===== src/rtl/cnt_seq_decoder_pkg.sv =====
// Shared types for the count-sequence decoder: FSM states, step classes, direction encoding.
package cnt_dec_pkg;

  typedef enum logic [1:0] {
    S_EMPTY = 2'd0,
    S_ACQ   = 2'd1,
    S_UP    = 2'd2,
    S_DN    = 2'd3
  } state_t;

  typedef enum logic [1:0] {
    STEP_UP   = 2'd0,
    STEP_DN   = 2'd1,
    STEP_HOLD = 2'd2,
    STEP_BAD  = 2'd3
  } step_t;

  // Same encoding as the counter's U_D input
  localparam logic DIR_UP = 1'b0;
  localparam logic DIR_DN = 1'b1;

  localparam int RUN_W = 4;

endpackage


===== src/rtl/cnt_seq_decoder_if.sv =====
// Sample stream in, recovered direction and status out.
interface cnt_seq_decoder_if #(
  parameter int WIDTH = 4
);
  logic             en;
  logic [WIDTH-1:0] cnt_in;
  logic             dir;
  logic             locked;
  logic             wrap;
  logic             rev;
  logic             err;
  logic [7:0]       err_cnt;

  modport master (
    output en, cnt_in,
    input  dir, locked, wrap, rev, err, err_cnt
  );

  modport slave (
    input  en, cnt_in,
    output dir, locked, wrap, rev, err, err_cnt
  );
endinterface


===== src/rtl/cnt_seq_decoder_step_classify.sv =====
// Classifies one count step p -> c as up, down, hold or illegal, and flags legal wraps.
module cnt_step_classify
  import cnt_dec_pkg::*;
#(
  parameter int WIDTH = 4,
  parameter int MIN   = 0,
  parameter int MAX   = 15
) (
  input  logic [WIDTH-1:0] p,
  input  logic [WIDTH-1:0] c,
  output step_t            step,
  output logic             is_wrap
);

  int p_i;
  int c_i;

  always_comb begin
    p_i     = int'(p);
    c_i     = int'(c);
    step    = STEP_BAD;
    is_wrap = 1'b0;
    if (c_i < MIN || c_i > MAX) begin
      step = STEP_BAD;
    end else if (c_i == p_i) begin
      step = STEP_HOLD;
    end else if (p_i == MAX && c_i == MIN) begin
      step    = STEP_UP;
      is_wrap = 1'b1;
    end else if (p_i == MIN && c_i == MAX) begin
      step    = STEP_DN;
      is_wrap = 1'b1;
    end else if (p_i != MAX && c_i == p_i + 1) begin
      step = STEP_UP;
    end else if (p_i != MIN && c_i == p_i - 1) begin
      step = STEP_DN;
    end
  end

endmodule


===== src/rtl/cnt_seq_decoder.sv =====
// Recovers counting direction and lock from an observed MIN..MAX count stream.
// state   | meaning
// S_EMPTY | no valid previous sample
// S_ACQ   | previous sample held, direction unknown
// S_UP    | tracking an up count
// S_DN    | tracking a down count
module cnt_seq_decoder
  import cnt_dec_pkg::*;
#(
  parameter int MAX    = 15,
  parameter int MIN    = 0,
  parameter int WIDTH  = 4,
  parameter int LOCK_N = 2
) (
  input logic              clk,
  input logic              rst_n,
  cnt_seq_decoder_if.slave bus
);

  localparam logic [RUN_W-1:0] LOCK_V = RUN_W'(LOCK_N);

  state_t             state_q, state_d;
  logic [WIDTH-1:0]   p_q, p_d;
  logic [RUN_W-1:0]   run_q, run_d;
  logic               dir_q, dir_d;
  logic               locked_q, locked_d;
  logic               wrap_q, wrap_d;
  logic               rev_q, rev_d;
  logic               err_q, err_d;
  logic [7:0]         err_cnt_q;
  step_t              step;
  logic               is_wrap;
  logic               c_ok;
  logic               same_dir;

  cnt_step_classify #(
    .WIDTH (WIDTH),
    .MIN   (MIN),
    .MAX   (MAX)
  ) u_classify (
    .p       (p_q),
    .c       (bus.cnt_in),
    .step    (step),
    .is_wrap (is_wrap)
  );

  assign c_ok     = (int'(bus.cnt_in) >= MIN) && (int'(bus.cnt_in) <= MAX);
  assign same_dir = (state_q == S_UP && step == STEP_UP) ||
                    (state_q == S_DN && step == STEP_DN);

  always_comb begin
    state_d  = state_q;
    p_d      = p_q;
    run_d    = run_q;
    dir_d    = dir_q;
    locked_d = locked_q;
    wrap_d   = 1'b0;
    rev_d    = 1'b0;
    err_d    = 1'b0;
    if (bus.en) begin
      if (state_q == S_EMPTY) begin
        if (c_ok) begin
          p_d     = bus.cnt_in;
          state_d = S_ACQ;
        end else begin
          err_d = 1'b1;
        end
      end else begin
        case (step)
          STEP_UP, STEP_DN: begin
            p_d    = bus.cnt_in;
            wrap_d = is_wrap;
            if (same_dir) begin
              run_d = (run_q >= LOCK_V) ? run_q : run_q + 1'b1;
            end else begin
              // A first step out of S_ACQ sets direction but is not a reversal
              rev_d   = (state_q != S_ACQ);
              run_d   = 4'd1;
              state_d = (step == STEP_UP) ? S_UP : S_DN;
              dir_d   = (step == STEP_UP) ? DIR_UP : DIR_DN;
            end
          end
          STEP_BAD: begin
            err_d = 1'b1;
            run_d = '0;
            if (c_ok) begin
              p_d     = bus.cnt_in;
              state_d = S_ACQ;
            end else begin
              state_d = S_EMPTY;
            end
          end
          default: ;
        endcase
      end
      locked_d = (state_d == S_UP || state_d == S_DN) && (run_d >= LOCK_V) &&
                 !rev_d && !err_d;
    end
  end

  always_ff @(posedge clk or negedge rst_n) begin
    if (!rst_n) begin
      state_q   <= S_EMPTY;
      p_q       <= '0;
      run_q     <= '0;
      dir_q     <= DIR_UP;
      locked_q  <= 1'b0;
      wrap_q    <= 1'b0;
      rev_q     <= 1'b0;
      err_q     <= 1'b0;
      err_cnt_q <= '0;
    end else begin
      state_q  <= state_d;
      p_q      <= p_d;
      run_q    <= run_d;
      dir_q    <= dir_d;
      locked_q <= locked_d;
      wrap_q   <= wrap_d;
      rev_q    <= rev_d;
      err_q    <= err_d;
      if (err_d && err_cnt_q != 8'hFF) begin
        err_cnt_q <= err_cnt_q + 8'd1;
      end
    end
  end

  assign bus.dir     = dir_q;
  assign bus.locked  = locked_q;
  assign bus.wrap    = wrap_q;
  assign bus.rev     = rev_q;
  assign bus.err     = err_q;
  assign bus.err_cnt = err_cnt_q;

endmodule


===== src/flat_wrapper.sv =====
// flat-port wrapper written by rule: the top's interface ports become plain ports
module cnt_seq_decoder_flat import cnt_dec_pkg::*;
#(
  parameter int MAX    = 15,
  parameter int MIN    = 0,
  parameter int WIDTH  = 4,
  parameter int LOCK_N = 2
)
  (clk, rst_n, bus_en, bus_cnt_in, bus_dir, bus_locked, bus_wrap, bus_rev, bus_err, bus_err_cnt);
  cnt_seq_decoder_if #(.WIDTH(WIDTH)) bus_i ();
  input logic clk;
  input logic rst_n;
  input wire logic [$bits(bus_i.en)-1:0] bus_en;
  input wire logic [$bits(bus_i.cnt_in)-1:0] bus_cnt_in;
  output wire logic [$bits(bus_i.dir)-1:0] bus_dir;
  output wire logic [$bits(bus_i.locked)-1:0] bus_locked;
  output wire logic [$bits(bus_i.wrap)-1:0] bus_wrap;
  output wire logic [$bits(bus_i.rev)-1:0] bus_rev;
  output wire logic [$bits(bus_i.err)-1:0] bus_err;
  output wire logic [$bits(bus_i.err_cnt)-1:0] bus_err_cnt;
  assign bus_i.en = bus_en;
  assign bus_i.cnt_in = bus_cnt_in;
  assign bus_dir = bus_i.dir;
  assign bus_locked = bus_i.locked;
  assign bus_wrap = bus_i.wrap;
  assign bus_rev = bus_i.rev;
  assign bus_err = bus_i.err;
  assign bus_err_cnt = bus_i.err_cnt;
  cnt_seq_decoder #(.MAX(MAX), .MIN(MIN), .WIDTH(WIDTH), .LOCK_N(LOCK_N)) u_core (.clk(clk), .rst_n(rst_n), .bus(bus_i));
endmodule

===== config.mk =====
export PLATFORM = sky130hd
export DESIGN_NAME = cnt_seq_decoder_flat
export DESIGN_NICKNAME = d
export VERILOG_FILES = /design/src/rtl/cnt_seq_decoder_pkg.sv /design/src/rtl/cnt_seq_decoder_if.sv /design/src/rtl/cnt_seq_decoder_step_classify.sv /design/src/rtl/cnt_seq_decoder.sv /design/src/flat_wrapper.sv
export SDC_FILE = /design/constraint.sdc
export NUM_CORES = 1
export LEC_CHECK = 0
export BUFFER_PORTS_ARGS = -buffer_cell sky130_fd_sc_hd__buf_4
export CORE_ASPECT_RATIO = 1.1
export CORE_UTILIZATION = 33
export CTS_CLUSTER_SIZE = 25
export DETAILED_ROUTE_END_ITERATION = 10
export GPL_TIMING_DRIVEN = 1
export SETUP_SLACK_MARGIN = 0.1
export SLEW_MARGIN = 20
export SYNTH_ARGS = -nofsm -noshare
export SYNTH_HDL_FRONTEND = slang
export SYNTH_HIERARCHICAL = 1
export SYNTH_SLANG_ARGS = --single-unit
export TNS_END_PERCENT = 30

===== constraint.sdc =====
create_clock -name clk -period 3.3 [get_ports clk]
set_input_delay 0 -clock clk [delete_from_list [all_inputs] [get_ports clk]]
set_output_delay 0 -clock clk [all_outputs]
set_load 0.1 [all_outputs]

## After elaboration in Yosys (flattened, before gate mapping)

Index checks and enable logic that the tools add are counted.

| word-level totals | value |
|---|---|
| output and inout port bits | 13 |
| register bits after elaboration | 23 |
| word-level logic and storage cells | 88 |
| input port bits | 7 |

| operators by class | value |
|---|---|
| $lt $le $gt $ge | 2 |
| add/sub/neg operators | 4 |
| equality and inequality tests | 14 |
| bitwise logic cells | 2 |
| reduce and logical (&&, ||, !) cells | 24 |
| multiplexer cells | 33 |

Operators by type and width:

| kind | number |
|---|---|
| two-way mux 4 bit | 6 |
| two-way mux 1 bit | 17 |
| two-way mux 2 bit | 8 |
| == test 2 bit, second input constant | 5 |
| logical AND 1 bit | 10 |
| adder 8 x 1 -> 8 bit, second input constant | 1 |
| == test 4 x 1 -> 1 bit, second input constant | 2 |
| >= comparator 4 x 2 -> 1 bit, second input constant | 2 |
| zero test 4 bit | 2 |
| != test 8 bit, second input constant | 1 |
| one-hot mux 4 bit (2 select lines) | 1 |
| adder 4 x 1 -> 5 bit, second input constant | 1 |
| == test 4 x 5 -> 1 bit | 1 |
| == test 5 bit | 1 |
| subtractor 4 x 1 -> 5 bit, second input constant | 1 |
| adder 4 x 1 -> 4 bit, second input constant | 1 |
| == test 4 bit | 1 |
| zero test 2 bit | 2 |
| != test 4 x 1 -> 1 bit, second input constant | 1 |
| one-hot mux 2 bit (2 select lines) | 1 |
| AND reduction 4 bit | 1 |
| nonzero test 4 bit | 1 |
| OR reduction 3 bit | 1 |
| == test 2 x 1 -> 1 bit, second input constant | 1 |
| other kinds (7) | 10 |

## Depth between registers and ports, before layout

Gate-level depths: netlist (run 1).

| logic depth | value |
|---|---|
| depth after elaboration | 20 |
| depth in mapped cells | 11 |
| gate-level depth less buffers | 10 |

## Hierarchy

The synthesis (run 1) kept the hierarchy.

Modules (own cells, without submodules):

| module | sequential area each (µm²) | area an instance (µm²) | times used | cells an instance |
|---|---|---|---|---|
| cnt_seq_decoder | 575.6 | 1167.4 | 1 | 113 |
| cnt_step_classify | 0.0 | 221.5 | 1 | 28 |

## Worst setup path before layout (run 1)

No wires, ideal clock.

| timing | value |
|---|---|
| path type | flip-flop to flip-flop |
| from | register u_core.p_q[0] |
| to | register u_core.err_cnt_q[5] (netlist: u_core/bus.err_cnt[5]) |
| setup slack | 0.721 ns |
| path buffers | 0 |
| stages on the path, launching flop included | 11 |
| period minus slack after synthesis | 2.579 ns |
| arrival time | 2.453 ns |
| required time | 3.174 ns |
| library setup time | 0.126 ns |
| cell sequence | dfrtp_1 -> inv_1 -> ha_1 -> or3b_2 -> nand3b_1 -> nor3_1 -> nor3_2 -> o2111a_4 -> and4_4 -> nand3_2 -> mux2_4 |

| between the ends | value |
|---|---|
| cells in the longest elaborated chain, start to end | 14 |
| elaborated cells on any way between the ends | 24 |
| classes of those cells | add/sub: 2; eq/ne: 6; mux: 9; reduce/logical: 7 |

Ends and longest elaborated chain:

| item | line | text |
|---|---|---|
| from (decl) | cnt_seq_decoder.sv:23 | `logic [WIDTH-1:0] p_q, p_d;` |
| from (signal assigned) | cnt_seq_decoder.sv:114 | `p_q <= p_d;` |
| subtractor 4 x 1 -> 5 bit | cnt_seq_decoder_step_classify.sv:35 | `end else if (p_i != MIN && c_i == p_i - 1) begin` |
| == test 5 bit | cnt_seq_decoder_step_classify.sv:35 |  |
| logical AND 1 bit | cnt_seq_decoder_step_classify.sv:35 |  |
| two-way mux 2 bit | cnt_seq_decoder_step_classify.sv:35 |  |
| two-way mux 2 bit | cnt_seq_decoder_step_classify.sv:33 | `end else if (p_i != MAX && c_i == p_i + 1) begin` |
| two-way mux 2 bit | cnt_seq_decoder_step_classify.sv:30 | `end else if (p_i == MIN && c_i == MAX) begin` |
| two-way mux 2 bit | cnt_seq_decoder_step_classify.sv:27 | `end else if (p_i == MAX && c_i == MIN) begin` |
| two-way mux 2 bit * | cnt_seq_decoder_step_classify.sv:25 | `end else if (c_i == p_i) begin` |
| via u_core.step[1] | cnt_seq_decoder.sv:31 | `step_t step;` |
| == test 2 bit * | cnt_seq_decoder.sv:69 | `case (step)` |
| two-way mux 1 bit * | cnt_seq_decoder.sv:69 |  |
| two-way mux 1 bit * | cnt_seq_decoder.sv:61 | `if (state_q == S_EMPTY) begin` |
| two-way mux 1 bit * (2 in series) | cnt_seq_decoder.sv:60 | `if (bus.en) begin` |
| via u_core.err_d | cnt_seq_decoder.sv:29 | `logic err_q, err_d;` |
| logical AND 1 bit * | cnt_seq_decoder.sv:121 | `if (err_d && err_cnt_q != 8'hFF) begin` |
| to (signal assigned) | cnt_seq_decoder.sv:122 | `err_cnt_q <= err_cnt_q + 8'd1;` |
| to (decl) | cnt_seq_decoder.sv:30 | `logic [7:0] err_cnt_q;` |

Mark *: on every way through the listed nets, which the timed path passes. The rest lies on a longest branch. The select of a mux whose other input is x is not followed.
A chain may end at the register's enable or synchronous reset.

## Worst setup path in the final report (run 1)

| timing | value |
|---|---|
| from | register u_core.p_q[1] |
| to | register u_core.err_cnt_q[5] (netlist: u_core/bus.err_cnt[5]) |

Same word-level chain as after synthesis.

==> results of run 1 <==
==> layout make-up <==
cell class,count,share of cell area (%)
Tap cell,52,3.948
Timing Repair Buffer,23,10.93
Clock buffer,3,2.506
Sequential cell,23,34.93
Clock inverter,1,0.3037
Multi-Input combinational cell,107,46.01
Inverter,6,1.367
==> routing by layer <==
layer  vias up  global-route usage (%)  wire (µm)
met5         -                       0          0
met1       545                   14.74       1246
met4         0                   5.051         33
li1        546                       -          -
met3         4                   2.941        117
met2        22                   23.05       1340
==> Yosys cell counts (2+ instances only) <==
| cell | n |
|---|---|
| buf_2 | 2 |
| o21ai_0 | 6 |
| xnor2_1 | 10 |
| nand4_1 | 2 |
| mux2_2 | 5 |
| nor2_1 | 8 |
| inv_1 | 6 |
| a21oi_1 | 9 |
| and2_1 | 2 |
| ha_1 | 5 |
| nor3_1 | 5 |
| a31oi_1 | 3 |
| nor3_2 | 2 |
| o21a_1 | 4 |
| nand3_1 | 9 |
| dfrtp_1 | 23 |
| xor2_1 | 2 |
| nand2_1 | 12 |
==> registers in the layout (all words and copies together) (netlist names) <==
| register | cells |
|---|---|
| u_core/run_q | 4 |
| u_core/p_q | 4 |
| u_core/state_q | 2 |
| u_core/bus.dir | 1 |
| u_core/bus.locked | 1 |
| u_core/bus.wrap | 1 |
| u_core/bus.err | 1 |
| u_core/bus.rev | 1 |
| u_core/bus.err_cnt | 8 |
==> what timing repair did <==
| action | 4_1_cts | 5_1_grt |
|---|---|---|
| gates resized for setup | 0 | 0 |
| endpoints found under the hold margin | 24 | 1 |
| hold buffers | 2 | 1 |
==> logic make-up after synthesis <==
group / after synthesis
buffers and inverters: 11
muxes: 7
AOI/OAI and AO/OA: 31
and+or+nand+nor: 51
DFF: 23
xor gates and xnor gates: 13
adders and majority gates: 5
==> worst paths after layout <==
check	startpoint	slack [ps]	endpoint
setup reg to reg	u_core/p_q[1]	590	u_core/bus.err_cnt[5]
hold / removal	bus_cnt_in[3]	10	u_core/p_q[3]
setup / recovery	u_core/p_q[1]	590	u_core/bus.err_cnt[5]
max in group asynchronous	rst_n	2910	u_core/bus.err
hold reg to reg	u_core/bus.err_cnt[6]	510	u_core/bus.err_cnt[6]
min in group asynchronous	rst_n	160	u_core/bus.err_cnt[7]
==> stage by stage <==
stage | util (%) | worst slack [ps] | cells | hold WS [ps]
floorplan | - | 720.9 | 141 | -295.6
global placement | 39.35 | 627.7 | 208 | -86.72
detailed placement | 39.35 | 585.9 | 208 | -82.87
CTS | 41.01 | 567.6 | 214 | 0.3218
global route | 41.26 | 419.2 | 215 | 21.57
finish | 41.26 | 588.7 | 215 | 13.57
==> cells in the final DEF (no fill, tap or decap), types with 2 or more instances in the layout <==
cell	netlist	layout
nor2_1	8	8
mux2_2	5	5
dfrtp_1	23	23
and2_1	2	2
nor3_1	5	5
nand4_1	2	2
clkbuf_8	0	3
nand3_1	9	9
dlygate4sd3_1	0	3
o21ai_0	6	6
inv_1	6	6
ha_1	5	5
buf_4	1	20
nand2_1	12	12
xnor2_1	10	10
a31oi_1	3	3
nor3_2	2	2
xor2_1	2	2
o21a_1	4	4
a21oi_1	9	9
==> worst max-delay path: cells and delay by family (launching register included) <==
kind	cells	cell delay [ps]
AOI/OAI and AO/OA	1	330
adders and majority gates	1	160
buffers and inverters	1	80
DFF	1	450
muxes	1	300
and+or+nand+nor	6	1280
==> report_power, final <==
| part | total, mW | internal (mW) | switching, mW | leakage, nW |
|---|---|---|---|---|
| combinational | 1.01 | 0.333 | 0.677 | 0.399 |
| sequential | 0.489 | 0.368 | 0.121 | 0.290 |
| clock | 0.175 | 0.0842 | 0.0906 | 0.0255 |
| total | 1.67 | 0.785 | 0.889 | 0.714 |
==> impl_metrics.ini, run 1 <==
[run_status]
status = finished, final reports clean

[floorplan]
die_h_um = 70.04
ios = 20
row_count = 24
core_area_mm2 = 0.003994
dieArea_mm2 = 0.004472
initial_utilization_pct = 34.77
fp.dieW_um = 63.86

[drt]
drt.antenna.violating_nets = 0
post_drt_wl_per_cell_um = 12.73
first_pass_iters = 4
viasPerCell = 5.195
routed-via-count = 1117
drcViolationCount = 0
routed_wl_um = 2737
drt_iter0_markers = 51

[yosys]
synth_edf_count = 0
synthMuxAreaShare_pct = 5.856
ys_async_sr_fraction_pct = 100.0
synth_compound_area_share_pct = 15.23
synth_top_area_share_pct = 41.44
ys_types = 44
syn-cell-area_mm2 = 0.001389
yosysWarnings = 6
synth.avg_cell_area_um2 = 9.850
netlist_instances = 141
synthSimpleGateAreaFrac_pct = 20.27
synthTopCellsByArea = dfrtp_1 (41%), xnor2_1 (6.3%), ha_1 (4.5%)
synth_seq_cells = 23
synth_fa_ha_area_share_pct = 4.505
synth_top_family_by_area = simple AND/OR/NAND/NOR gates
ys_seq_area_share_pct = 41.44
synth_xor_area_share_pct = 8.739
yosysTopAreaCell = dfrtp_1
syn_nets = 153
ys.flop_type = dfrtp_1

[sta]
finalHoldViolations = 0
finClkSkew_ps = 2.184
clock.fmax_ghz = 0.3688
rsz0062_at_grt = false
finalSetupViolations = 0
setup_tns_ps = 0
tightest_slew_ps = 405.9
relSlewSlack_pct = 72.94
fin_crit_sh_pct = 82.16
layout_min_cycle_time_ps = 2711
slew_viol_final = 0

[setup_path]
crit_chain = inv_1 -> ha_1 -> or3b_2 -> nand3b_1 -> nor3_1 -> nor3_2 -> o2111a_4 -> and4_4 -> nand3_2 -> mux2_4
crit_arrival_ps = 2870
r2r_cells = 10
cp-start-kind = flop
slowest_stage = or3b_2
cp.required_ps = 3450
end_kind = flop
crit_path_max_incr_delay_ps = 470
crit_type = flop to flop
crit_fanout = 7

[power]
power_leakage_nw = 0.7138
powerDensity_mw_per_mm2 = 1016
irDropWorstVdd_v = 0.0004664
finalPower_mw = 1.674

[placement]
dp_hpwl_um = 2041
post_dp_cell_area_mm2 = 0.001572
port_buffers = 19
place.gp.congestion = 0.7545

[global_routing]
antenna_found_initial = 0
grt_pass1_vias = 1118
gr-total-overflow = 0
grt_pass1_wl_um = 4643
grt_max_degree = 24
grtUsageTotal_pct = 12.95

[clock_tree]
cts_buffers = 3
h-tree-depth = 1
cts_root_buf = clkbuf_8
clock_tree.buffer_depth = 2
tritoncts = done
clk_pin_slew_ps = 80
clk_latency_ps = 260
clock-sinks = 23
cts_setup_buffers = 0

[hold_path]
holdPathStages = 2
hold_class = input port to flop

[cells_and_area]
design_area_mm2 = 0.001648
multi_input_area_um2 = 758.2
antenna_cells = 0
register_area_um2 = 575.6
syn_to_final_growth_pct = 18.65
drive_gt1_share_pct = 24.54
nets = 176
nFillCells = 395

[flow_run]
maxCapViolCount = 0
(Power assumes the default switching activity.)
==> inputs of run 2 (changes only) <==
==> constraint.sdc (replaced) <==
create_clock -name clk -period 2.34 [get_ports clk]
set_input_delay 0 -clock clk [delete_from_list [all_inputs] [get_ports clk]]
set_output_delay 0 -clock clk [all_outputs]
set_load 0.1 [all_outputs]
==> run 2 against run 1 <==
The run now ends with setup timing left; power is 79% higher; wire length increased by 16%; hold slack got worse by 2.9 ps; die area unchanged; clock skew is 1.8 ps higher; clock power increased by 44%; global-route usage up 2.7 points; critical path depth rose by 1; largest cell class unchanged.
==> impl_metrics.ini, run 2 (same netlist as run 1, synthesis figures left out) <==
[power]
p_seq_share_pct = 23.2
power_leakage_nw = 0.8594
irDropWorstVdd_v = 0.0005835
powerDensity_mw_per_mm2 = 1503
swShare_pct = 49.50
intPower_mw = 1.517
switchingPower_mw = 1.487
clock_power_share_pct = 8.4
finalPower_mw = 3.004
power_frac_comb_pct = 68.4

[sta]
setup_ws_ps = -3.585
rsz0062_at_grt = true
finClkSkew_ps = 3.944
layout_min_cycle_time_ps = 2344
slew_viol_final = 0
finalSetupViolations = 2
fin_crit_sh_pct = 100.2
tightest_slew_ps = 478.7
setup_tns_ps = -6.702
relSlewSlack_pct = 68.09
finalHoldViolations = 0
clock.fmax_ghz = 0.4267

[flow_run]
maxCapViolCount = 0

[global_routing]
grt_pass1_wl_um = 5464
gr-total-overflow = 0
antenna_found_initial = 0
grtUsageTotal_pct = 15.61
grt_pass1_vias = 1243
grt_max_degree = 24

[drt]
met2WireLength_um = 1658
post_drt_wl_per_cell_um = 13.74
first_pass_iters = 4
maxUsedRoutingLayer = met4
drt.antenna.violating_nets = 0
m1WireLength_um = 1371
routed_wl_um = 3173
wl_met3_um = 90
routed-via-count = 1197
drt_iter0_markers = 41
drcViolationCount = 0
viasPerCell = 5.182

[cells_and_area]
design_area_mm2 = 0.001998
layout_common_cells = buf_4 (32), dfrtp_1 (21), nand2_1 (12)
final_common_cell = buf_4
nets = 192
fin_cells = 231
largest_register_ffs = 8
antenna_cells = 0
drive_gt1_share_pct = 43.58
syn_to_final_growth_pct = 43.87

[floorplan]
dieArea_mm2 = 0.004472
core_area_mm2 = 0.003994
die_h_um = 70.04
initial_utilization_pct = 34.77
row_count = 24
ios = 20
fp.dieW_um = 63.86

[hold_path]
hold_class = input port to flop

[setup_path]
cp-start-kind = flop
crit_arrival_ps = 2500
crit_type = flop to flop
end_kind = flop
cp.required_ps = 2500
crit_fanout = 3

[clock_tree]
clk_pin_slew_ps = 80
clock-sinks = 23
clk_latency_ps = 270
h-tree-depth = 1
clock_tree.buffer_depth = 2
tritoncts = done
cts_root_buf = clkbuf_8
cts_buffers = 3

[placement]
port_buffers = 19
post_dp_cell_area_mm2 = 0.001670
dp_hpwl_um = 2145
place.gp.congestion = 0.7697
numPlacedInstances = 219

[run_status]
status = finished with violations
violations = setup timing
## run 2: cell types whose count changed in the layout (fill, tap and decap cells not counted), sizes merged
cell / change
buf: +17
dlygate4sd3: -1
clkbuf: +1
clkinv: -1
## run 2: through the flow
stage | hold WS [ps] | setup WS, ps | utilization [%]
after global placement | -86.89 | -70.93 | 41.82
after CTS | 7.884 | -2.325 | 48.03
after global routing | 6.358 | -113.0 | 50.03
final | 10.62 | -3.585 | 50.03
after floorplan | -295.6 | -185.5 | -
after detailed placement | -80.60 | -100.2 | 41.82
## run 2: timing repair
action / in CTS / in global routing
gates resized for setup: 27 / 13
hold buffers: 2 / 0
setup buffers: 4 / 2
endpoints found under the setup margin: 14 / 16
gates cloned: 0 / 0
hold endpoints to repair: 24 / 0
pin swaps: 8 / 6
## run 2: area by class of cell
class	instances	area [µm²]
clock buffer	4	45.04
inverter	6	22.52
tap	52	65.06
timing repair buffer	39	316.6
fill	355	1996
sequential	23	578.1
multi-input combinational	107	970.9
## run 2: final timing paths
kind	from	end	slack, ps	depth (start not counted)
setup / recovery	u_core/p_q[0]	u_core/bus.err_cnt[5]	-4	11
hold / removal	bus_cnt_in[3]	u_core/p_q[3]	10	2
setup reg to reg	u_core/p_q[0]	u_core/bus.err_cnt[5]	-4	11
hold reg to reg	u_core/bus.err_cnt[6]	u_core/bus.err_cnt[6]	500	1
max in group asynchronous	rst_n	u_core/p_q[2]	1920	2
min in group asynchronous	rst_n	u_core/bus.err_cnt[3]	170	2
## run 2: worst max-delay path, cell delays in order (launching register included)
cell and delay [ps]:
dfrtp_1 400, inv_2 60, ha_4 250, xnor2_4 140
nand3_2 80, nor3_4 40, buf_4 150, nor3_4 240
o2111a_4 250, and4_4 240, nand3_2 80, mux2_4 300
## run 2: layer usage
layer  global-route usage (%)  up-vias
met5                        0        -
met2                    26.95       22
met4                    6.818        0
met3                    2.124        4
li1                         -      586
met1                    19.11      585
## run 2: power by group through the flow
| stage | combinational, mW | sequential (mW) | clock [mW] |
|---|---|---|---|
| 2_1_floorplan | 0.683 | 1.19 | 0 |
| 3_3_place_gp | 1.59 | 0.676 | 0 |
| 3_5_place_dp | 1.62 | 0.681 | 0 |
| 4_1_cts | 1.89 | 0.690 | 0.261 |
| 5_1_grt | 2.18 | 0.720 | 0.284 |
| 6_report | 2.05 | 0.697 | 0.252 |
==> inputs of run 3 (changes only) <==
--- a/config.mk
+++ b/config.mk
@@ -11,6 +11,7 @@
 export CTS_CLUSTER_SIZE = 25
 export DETAILED_ROUTE_END_ITERATION = 10
 export GPL_TIMING_DRIVEN = 1
+export REMOVE_ABC_BUFFERS = 1
 export SETUP_SLACK_MARGIN = 0.1
 export SLEW_MARGIN = 20
 export SYNTH_ARGS = -nofsm -noshare
==> run 3 against run 2 <==
The run still ends with setup timing left; hold slack improved by 18 ps; die area is the same; combinational power is 5% lower; maximum frequency is essentially flat; wire length is 3.0% lower; first-iteration DRC count grew 4.9%; sequential power down 2%; via count shrank 1.2%; critical path type unchanged; count of clock-buffer cells in the layout shrank 1; final area down 2.8%; non-clock buffer count is 3 higher; critical endpoint is now u_core/p_q[2]; critical path depth did not move.
==> impl_metrics.ini, run 3 (same netlist as run 1, synthesis figures left out) <==
[run_status]
status = finished with violations
violations = setup timing

[setup_path]
crit_chain = inv_2 -> ha_4 -> xnor2_2 -> nand3_2 -> nor3_4 -> a311oi_2 -> buf_4 -> or2b_1 -> o21ai_1 -> buf_4 -> mux2_4
cp.required_ps = 2500
slowest_stage = dfrtp_1
crit_path_max_incr_delay_ps = 400
crit_path_frequent_cell = buf_4
end_kind = flop
crit_type = flop to flop
crit_fanout = 4
crit_arrival_ps = 2500
r2r_slack_ps = -2
cp-start-kind = flop

[cells_and_area]
fin_util_pct = 48.65
layout_common_cells = buf_4 (36), dfrtp_1 (23), nand2_1 (12)
largest_register_ffs = 8
drive_gt1_share_pct = 41.21
antenna_cells = 0
syn_to_final_growth_pct = 39.91
final_common_cell = buf_4
nets = 195

[floorplan]
die_h_um = 70.04
fp.dieW_um = 63.86
ios = 20
dieArea_mm2 = 0.004472
core_area_mm2 = 0.003994
row_count = 24
initial_utilization_pct = 34.77

[sta]
rsz0062_at_grt = true
finalSetupViolations = 2
finalHoldViolations = 0
tightest_slew_ps = 444.1
fin_crit_sh_pct = 100.1
hold_ws_ps = 28.16
slew_viol_final = 0
finClkSkew_ps = 6.828
setup_ws_ps = -2.296
layout_min_cycle_time_ps = 2342
relSlewSlack_pct = 70.39
clock.fmax_ghz = 0.4269

[clock_tree]
cts_root_buf = clkbuf_8
clk_pin_slew_ps = 80
clk_latency_ps = 270
clock-sinks = 23
h-tree-depth = 1
clock_tree.buffer_depth = 2
tritoncts = done
cts_buffers = 3

[global_routing]
grt_pass1_vias = 1164
grtUsageTotal_pct = 14.92
gr-total-overflow = 0
antenna_found_initial = 0
grt_pass1_wl_um = 5154
grt_max_degree = 24

[drt]
drt.antenna.violating_nets = 0
viasPerCell = 5.056
drt_iter0_markers = 43
first_pass_iters = 4
post_drt_wl_per_cell_um = 13.16
routed_wl_um = 3079
drcViolationCount = 0
routed-via-count = 1183

[power]
power_leakage_nw = 0.8592
irDropWorstVdd_v = 0.0007690
powerDensity_mw_per_mm2 = 1484
finalPower_mw = 2.883

[flow_run]
maxCapViolCount = 0

[placement]
place.gp.congestion = 0.8571
port_buffers = 19
dp_hpwl_um = 2158
post-place-ws_ps = -53.50

[hold_path]
hold_class = input port to flop
[run 3: cell types whose count changed in the layout (fill, tap and decap cells not counted), sizes merged]
cell         before  now
clkbuf            4    3
dlygate4sd3       2    4
clkinv            0    1
buf              37   38
[run 3: layout make-up]
| cell class | instances | area, µm² |
|---|---|---|
| Clock buffer | 3 | 41.29 |
| Clock inverter | 1 | 5.005 |
| Fill cell | 368 | 2051 |
| Inverter | 6 | 22.52 |
| Multi-Input combinational cell | 107 | 900.9 |
| Sequential cell | 23 | 575.6 |
| Tap cell | 52 | 65.06 |
| Timing Repair Buffer | 42 | 332.8 |
[run 3: worst paths after layout]
| kind | startpoint | end | cells after the start |
|---|---|---|---|
| min | bus_cnt_in[1] | u_core/p_q[1] | 2 |
| max in group asynchronous | rst_n | u_core/bus.dir | 2 |
| min reg2reg | u_core/run_q[2] | u_core/run_q[2] | 1 |
| max | u_core/p_q[0] | u_core/p_q[2] | 11 |
| max reg2reg | u_core/p_q[0] | u_core/p_q[2] | 11 |
| min in group asynchronous | rst_n | u_core/bus.err_cnt[0] | 2 |
[run 3: timing repair]
item	CTS	global route
resized for setup	9	22
pin swaps	7	11
setup endpoints to repair	16	20
hold buffers	4	0
hold endpoints to repair	26	0
setup buffers	1	0
[run 3: critical path, delay by kind of cell, from the launching register on]
| kind | cells | cell delay [ps] |
|---|---|---|
| and+or+nand+nor | 3 | 550 |
| adders and majority gates | 1 | 200 |
| buffers and inverters | 3 | 400 |
| DFF | 1 | 400 |
| muxes | 1 | 300 |
| AOI/OAI and AO/OA | 2 | 210 |
| xor gates and xnor gates | 1 | 180 |
[run 3: per-stage QoR]
| stage | instances | cell area (µm²) | setup TNS [ps] |
|---|---|---|---|
| 2_1_floorplan | 136 | 1356 | -4944 |
| 3_3_place_gp | 225 | 1699 | -78.97 |
| 3_5_place_dp | 225 | 1699 | -169.6 |
| 4_1_cts | 234 | 1836 | 0 |
| 5_1_grt | 234 | 1943 | -764.6 |
| 6_report | 234 | 1943 | -3.596 |
[run 3: per-layer routing]
| layer | vias up | routed length (µm) | GRT usage (%) |
|---|---|---|---|
| li1 | 586 | - | - |
| met1 | 559 | 1316 | 17.76 |
| met2 | 29 | 1557 | 24.70 |
| met3 | 9 | 116 | 3.595 |
| met4 | 0 | 88 | 7.576 |
| met5 | - | 0 | 0 |
[run 3: report_power, final]
part	leakage, nW	switching, mW	internal (mW)
Sequential	0.290	0.166	0.518
Combinational	0.544	1.14	0.811
Clock	0.0255	0.131	0.119
